[config.mk]
export PLATFORM = sky130hd
export DESIGN_NAME = button_encoder
export DESIGN_NICKNAME = d
export VERILOG_FILES = /design/src/rtl/button_encoder_pkg.sv /design/src/rtl/button_encoder_debounce.sv /design/src/rtl/button_encoder.sv
export SDC_FILE = /design/constraint.sdc
export NUM_CORES = 1
export LEC_CHECK = 0
export BUFFER_PORTS_ARGS = -buffer_cell sky130_fd_sc_hd__buf_2
export CAP_MARGIN = 10
export CELL_PAD_IN_SITES_DETAIL_PLACEMENT = 1
export CELL_PAD_IN_SITES_GLOBAL_PLACEMENT = 1
export CORE_MARGIN = 8
export CORE_UTILIZATION = 25
export DETAILED_ROUTE_END_ITERATION = 8
export GPL_TIMING_DRIVEN = 0
export PLACE_DENSITY_LB_ADDON = 0.25
export REMOVE_ABC_BUFFERS = 1
export SLEW_MARGIN = 20
export SYNTH_ARGS = -nofsm -noshare
export SYNTH_HDL_FRONTEND = slang
export SYNTH_SLANG_ARGS = --single-unit
[constraint.sdc]
create_clock -name CLK -period 2.25 [get_ports CLK]
set_input_delay 0.3375 -clock CLK [delete_from_list [all_inputs] [get_ports CLK]]
set_output_delay 0.3375 -clock CLK [all_outputs]
set_load 0.005 [all_outputs]
[src/rtl/button_encoder_pkg.sv]
// rtl/button_encoder_pkg.sv - shared constants, encoder states and helpers for the button front end
package button_encoder_pkg;

  localparam int COLOR_W    = 2;
  localparam int NUM_COLORS = 4;

  typedef enum logic [1:0] {
    ENC_IDLE_S    = 2'd0,
    ENC_ACTIVE_S  = 2'd1,
    ENC_LOCKOUT_S = 2'd2
  } enc_state_e;

  // Index of the highest set bit; only meaningful when exactly one bit is set.
  function automatic logic [COLOR_W-1:0] color_index(input logic [NUM_COLORS-1:0] btn);
    logic [COLOR_W-1:0] idx;
    idx = '0;
    for (int i = 0; i < NUM_COLORS; i++) begin
      if (btn[i]) idx = COLOR_W'(i);
    end
    return idx;
  endfunction

endpackage

[src/rtl/button_encoder_debounce.sv]
// rtl/button_encoder_debounce.sv - one synchronizer plus debounce counter lane
module button_encoder_debounce #(
  parameter int DEBOUNCE_CYCLES = 16
) (
  input  logic CLK,
  input  logic RST,
  input  logic raw,
  output logic stb
);

  localparam int CW = $clog2(DEBOUNCE_CYCLES);
  localparam logic [CW-1:0] CNT_MAX = CW'(DEBOUNCE_CYCLES - 1);

  logic          sync_0;
  logic          sync_1;
  logic [CW-1:0] cnt;

  // Any sample agreeing with the stable level restarts the count, so bounces never accumulate.
  always_ff @(posedge CLK or posedge RST) begin
    if (RST) begin
      sync_0 <= 1'b0;
      sync_1 <= 1'b0;
      cnt    <= '0;
      stb    <= 1'b0;
    end else begin
      sync_0 <= raw;
      sync_1 <= sync_0;
      if (sync_1 != stb) begin
        if (cnt == CNT_MAX) begin
          stb <= ~stb;
          cnt <= '0;
        end else begin
          cnt <= cnt + 1'b1;
        end
      end else begin
        cnt <= '0;
      end
    end
  end

endmodule

[src/rtl/button_encoder.sv]
// rtl/button_encoder.sv - debounces four colour buttons and start, encodes one accepted press into IN/IN_VALID
module button_encoder
  import button_encoder_pkg::*;
#(
  parameter int DEBOUNCE_CYCLES = 16
) (
  input  logic               CLK,
  input  logic               RST,
  input  logic [3:0]         BTN,
  input  logic               BTN_START,
  output logic [COLOR_W-1:0] IN,
  output logic               IN_VALID,
  output logic               START_GAME
);

  logic [4:0]            raw_lanes;
  logic [4:0]            stb;
  logic [NUM_COLORS-1:0] color_stb;
  enc_state_e            state;

  assign raw_lanes = {BTN_START, BTN};
  assign color_stb = stb[NUM_COLORS-1:0];

  for (genvar g = 0; g < 5; g++) begin : g_lane
    button_encoder_debounce #(
      .DEBOUNCE_CYCLES(DEBOUNCE_CYCLES)
    ) u_debounce (
      .CLK(CLK),
      .RST(RST),
      .raw(raw_lanes[g]),
      .stb(stb[g])
    );
  end

  // A release with other buttons still down goes through lockout, which forces an idle gap.
  always_ff @(posedge CLK or posedge RST) begin
    if (RST) begin
      state      <= ENC_IDLE_S;
      IN         <= '0;
      IN_VALID   <= 1'b0;
      START_GAME <= 1'b0;
    end else begin
      START_GAME <= stb[4];
      case (state)
        ENC_IDLE_S: begin
          IN_VALID <= 1'b0;
          if ($countones(color_stb) == 1) begin
            IN       <= color_index(color_stb);
            IN_VALID <= 1'b1;
            state    <= ENC_ACTIVE_S;
          end else if (color_stb != '0) begin
            state <= ENC_LOCKOUT_S;
          end
        end
        ENC_ACTIVE_S: begin
          if (!color_stb[IN]) begin
            IN_VALID <= 1'b0;
            state    <= (color_stb != '0) ? ENC_LOCKOUT_S : ENC_IDLE_S;
          end
        end
        ENC_LOCKOUT_S: begin
          IN_VALID <= 1'b0;
          if (color_stb == '0) state <= ENC_IDLE_S;
        end
        default: begin
          IN_VALID <= 1'b0;
          state    <= ENC_IDLE_S;
        end
      endcase
    end
  end

endmodule
**Word level (Yosys, flattened, before mapping)**

Index checks and enable logic that the tools add are counted.
Widths: inputs -> output; s select.

- Logic and storage cells: 88
- Input bits: 7
- Memory bits (writable): 0
- Memories: 0
- Latch bits: 0
- Memory bits (read-only): 0
- Bits in registers: 41
- Output and inout bits: 4

- Magnitude comparators: 1
- Reduce and logical (&&, ||, !) cells: 10
- Bitwise gates (word level): 5
- Multiplexer cells: 24
- Shift-type cells: 0
- Multipliers: 0
- $add $sub $neg: 8
- Div/mod/pow operators: 0
- Equality and inequality tests: 16

Operators by type and width:

| operator | number |
|---|---|
| $mux 4 | 10 |
| $add 4x1->4 const B | 5 |
| $eq 4x4->1 const B | 5 |
| $mux 2 | 7 |
| $reduce_and 2->1 | 6 |
| $pmux 2 s3 | 1 |
| $ne 1x1->1 | 5 |
| $not 1->1 | 5 |
| $add 1x1->2 | 2 |
| $logic_not 4->1 | 1 |
| $mux 1 | 4 |
| $ne 2x2->1 const B | 2 |
| $reduce_bool 4->1 | 1 |
| $add 2x2->3 | 1 |
| $eq 3x1->1 const B | 1 |
| $lt 2x3->1 const B | 1 |
| $ne 3x3->1 const B | 1 |
| $reduce_and 3->1 | 1 |
| $bmux 1 s2 | 1 |
| $eq 2x1->1 const B | 1 |
| $eq 2x2->1 const B | 1 |
| $logic_not 2->1 | 1 |
| $pmux 1 s2 | 1 |

**Logic depth before layout (Yosys ltp)**

- Word-level depth: 5
- Mapped depth: 8
- Depth with buffers taken out: 8

**Cells and area by module**

From an unflattened synthesis, not the netlist that was laid out.

- Cells, all modules: 124
- Area, all modules: 1732.9 µm²

Modules (own cells, without submodules):

| module | area an instance (µm²) | instances | cells each |
|---|---|---|---|
| button_encoder_debounce | 275.3 | 5 | 19 |
| button_encoder | 356.6 | 1 | 29 |

**Worst setup path after synthesis**

Ideal clock, no wire load.

- Path type: reg2reg
- Start: register g_lane[0].u_debounce.stb
- End: register IN[0]
- Period minus slack after synthesis: 2347 ps
- Buffers on the path: 0
- Data arrival time: 2222 ps
- Cell stages (with the launch flop): 9
- Slack: -97 ps
- Cell sequence: dfrtp_1 inv_1 fa_1 inv_1 ha_1 ha_1 nor4b_4 and2_4 mux2_4

- Word-level cells in the longest chain between the ends: 4

Ends and longest elaborated chain:

| what | RTL line | source |
|---|---|---|
| start, declared | button_encoder_debounce.sv:8 | `output logic stb` |
| start signal, assigned | button_encoder_debounce.sv:30 | `stb <= ~stb;` |
| $add 1x1->2 (not written as such) | button_encoder.sv:47 | `if ($countones(color_stb) == 1) begin` |
| $add 2x2->3 (not written as such) | button_encoder.sv:47 |  |
| $eq 3x1->1 | button_encoder.sv:47 |  |
| $reduce_and 2->1 (no line) | -- |  |
| end signal, assigned | button_encoder.sv:48 | `IN <= color_index(color_stb);` |
| end, declared | button_encoder.sv:11 | `output logic [COLOR_W-1:0] IN,` |

No other way between the ends.
A chain may end at the register's enable or synchronous reset.

**Worst setup path in the final report**

Ends and elaborated chain as after synthesis.

==> flow_summary.yaml <==
final_layout:
  multi_input_area_um2: 663
  final_cells: 236
  fin_nets: 171
  num_antenna_cells: 0
  drive_gt1_share_pct: 25.6
  stdcell_area_um2: 2060
  syn2layout_area_growth_pct: 20.2
  seqCellArea_um2: 1030
  nFillCells: 730
timing:
  finalHoldViolations: 0
  fmax_mhz: 444
  slew_headroom_pct: 68.3
  timing.final.crit_share_pct: 100
  finalMaxSlewViolations: 0
  setup_violations: 0
  tightestPinTransition_ns: 0.475
  finalClockSkew_ns: 0.00716
  post-route-min-period_ns: 2.25
  rsz0062_at_grt: "yes"
placement:
  gp_congestion: 0.745
  io_buffers: 10
  dp_cells: 223
  dp_hpwl_mm: 2.32
  place_area_um2: 1890
power_and_ir_drop:
  clkPwrFrac_pct: 40.8
  p_int_mw: 1.17
  p_switching_mw: 0.323
  leakage_nw: 0.928
  seq_power_share_pct: 53.5
  powerDensity_nw_per_um2: 725
  ir_drop_v: 0.000258
  p_comb_share_pct: 5.7
  p_sw_share_pct: 21.6
drt:
  drtPass1Iterations: 4
  drtIter0Drc: 31
  wirelength_mm: 3.20
  wl_per_cell_um: 13.6
  viasPerCell: 4.52
  vias: 1066
  drtAntennaViolNets: 0
  remaining_drc_errors: 0
critical_path:
  r2r-start: "g_lane[0].u_debounce.stb"
  cp_cell_sequence: "inv_2, fa_1, inv_1, ha_2, ha_4, nor4b_4, and2_4, mux2_4"
  cp-end-kind: "register"
  cpPeakStageDelay_ns: 0.53
  rr_worst_depth: 8
  rrSetupSlack_ns: 0.0001
  cp-startpoint: "g_lane[0].u_debounce.stb"
  critPathMaxFanout: 3
  worstSetupPathType: "register to register"
  cp-endpoint: "IN[0]"
  crit_arrival_ns: 2.42
  start_kind: "register"
  required_ns: 2.42
  slowest_stage: "fa_1"
  r2r-end: "IN[0]"
synth:
  async_reset_ff_share_pct: 100
  netlist_instances: 132
  synth_commonest_cells: "41 x dfrtp_1, 11 x inv_1, 10 x a21oi_1, 10 x xnor2_1, 8 x ha_1"
  synth.distinct_cells: 26
  synth_area_leaders: "dfrtp_1 60%, ha_1 5.8%, xnor2_1 5.1%"
  yosys_warnings: 0
  synth-main-ff-cell: "dfrtp_1"
  syn-cell-area_um2: 1720
  yosysSeqAreaShare_pct: 59.8
  syn_avg_cell_area_um2: 13.0
  yosysMostFrequentCell: "dfrtp_1"
  synth_edf_count: 0
  post-synth-top-area-cell: "dfrtp_1"
  ys_ff_latch: 41
  synthDominantCellAreaShare_pct: 59.8
floorplanning:
  fp.dieW_um: 98.8
  coreArea_um2: 6720
  die-area_um2: 9770
  die_y_um: 98.8
  pin_count: 11
  rows: 30
  start_util_pct: 25.5
clock_network:
  cts_sinks: 41
  root_buffer: "clkbuf_8"
  hold_buffers: 0
  clockBufferDepth: 2
  h-tree-depth: 2
  clock_latency_ns: 0.29
  cts_tree: "yes"
  numCtsBuffers: 5
  clk_pin_slew_ns: 0.08
global_routing:
  grt_use_total_pct: 7.44
  grt_pass1_vias: 1215
  antenna_found_initial: 0
  globalRouteOverflowTotal: 0
  grt_start_max_net_pins: 23
  grt_pass1_wl_mm: 5.87
worst_hold_path:
  hp-class: "primary input to asynchronous set/reset pin"
flow_run:
  timing.max_cap.violations: 0
outcome:
  outcome: "completed"
[worst min path at each step]
stage / from / slack (ns) / end
4_1_cts: RST / 0.07 / g_lane[0].u_debounce.cnt[0]
3_3_place_gp: g_lane[0].u_debounce.sync_0 / 0.33 / g_lane[0].u_debounce.sync_1
3_5_place_dp: g_lane[0].u_debounce.sync_0 / 0.34 / g_lane[0].u_debounce.sync_1
2_1_floorplan: g_lane[0].u_debounce.sync_0 / 0.33 / g_lane[0].u_debounce.sync_1
5_1_grt: RST / 0.09 / g_lane[0].u_debounce.cnt[3]
6_report: RST / 0.06 / g_lane[0].u_debounce.cnt[3]
[cells by family after synthesis]
| family | synth area share [%] |
|---|---|
| AOI/OAI and AO/OA | 8.75 |
| xor gates and xnor gates | 5.11 |
| adders and majority gates | 7.00 |
| buffers and inverters | 2.41 |
| DFF | 59.8 |
| muxes | 5.91 |
| and+or+nand+nor | 11.0 |
[critical path: cells and delay by family, from the launching register on]
family	cells	cell delay (ns)
flops	1	0.37
buf+inv	2	0.10
fa+ha+maj	3	0.92
simple gates	2	0.45
mux	1	0.30
[area by class of cell]
type / instances / area share [%]
inverter: 11 / 2.00
sequential: 41 / 49.8
tap: 80 / 4.85
clock buffer: 7 / 4.19
clock inverter: 1 / 1.46
timing repair buffer: 16 / 5.58
multi-input combinational: 80 / 32.2
[sequential cells by signal, summed over array words and instances, names as in the netlist]
register / count
IN: 2
IN_VALID: 1
START_GAME: 1
g_lane.u_debounce.cnt: 20
g_lane.u_debounce.stb: 5
g_lane.u_debounce.sync_0: 5
g_lane.u_debounce.sync_1: 5
state: 2
[per-stage QoR]
stage / worst slack [ns] / hold slack, ns / TNS [ns] / total power, mW / util, %
final: 0.0000990 / 0.0571 / 0 / 1.50 / 30.7
after global routing: -0.0597 / 0.0852 / -0.0597 / 1.57 / 30.7
after CTS: 0.0000939 / 0.0658 / 0 / 1.52 / 30.7
after detailed placement: -0.239 / 0.336 / -0.254 / 0.903 / 28.2
after global placement: -0.202 / 0.335 / -0.202 / 0.886 / 27.8
after floorplan: -0.0971 / 0.331 / -0.0971 / 0.866 / -
[power by group through the flow]
| stage | registers, mW | logic [mW] | clock network, mW |
|---|---|---|---|
| floorplan | 0.807 | 0.0591 | 0 |
| global placement | 0.811 | 0.0750 | 0 |
| global route | 0.806 | 0.102 | 0.664 |
| finish | 0.800 | 0.0857 | 0.610 |
| detailed placement | 0.815 | 0.0883 | 0 |
| CTS | 0.800 | 0.0893 | 0.632 |
[placed cells by master, fill, tap and decap left out, types with 2 or more instances in the layout]
master | synthesis | routed
a311oi_1 | 4 | 4
mux2_2 | 5 | 5
nand4b_1 | 4 | 4
inv_1 | 11 | 8
buf_4 | 0 | 5
clkbuf_8 | 0 | 6
nor2b_1 | 5 | 5
a21oi_1 | 10 | 10
ha_1 | 8 | 6
nand3_1 | 6 | 6
buf_2 | 0 | 10
nor3b_1 | 2 | 2
xnor2_1 | 10 | 10
o21ai_0 | 5 | 5
dfrtp_1 | 41 | 41
mux2i_1 | 3 | 3
nor2_1 | 6 | 6
inv_2 | 0 | 3
[per-layer routing]
layer  GRT usage (%)  share of wire, %  vias to the layer above
li1                -                 -                      506
met1            8.47                44                      541
met2            12.4                51                       14
met3            2.47               3.6                        5
met4            3.19               1.3                        0
met5               0                 0                        -
[repair_timing]
item | CTS | global route
buffers inserted | 5 | 0
pin swaps | 2 | 1
setup endpoints to repair | 2 | 1
hold endpoints to repair | 0 | 0
resized for setup | 3 | 1
Note: power is estimated with default switching activity, not from simulation.
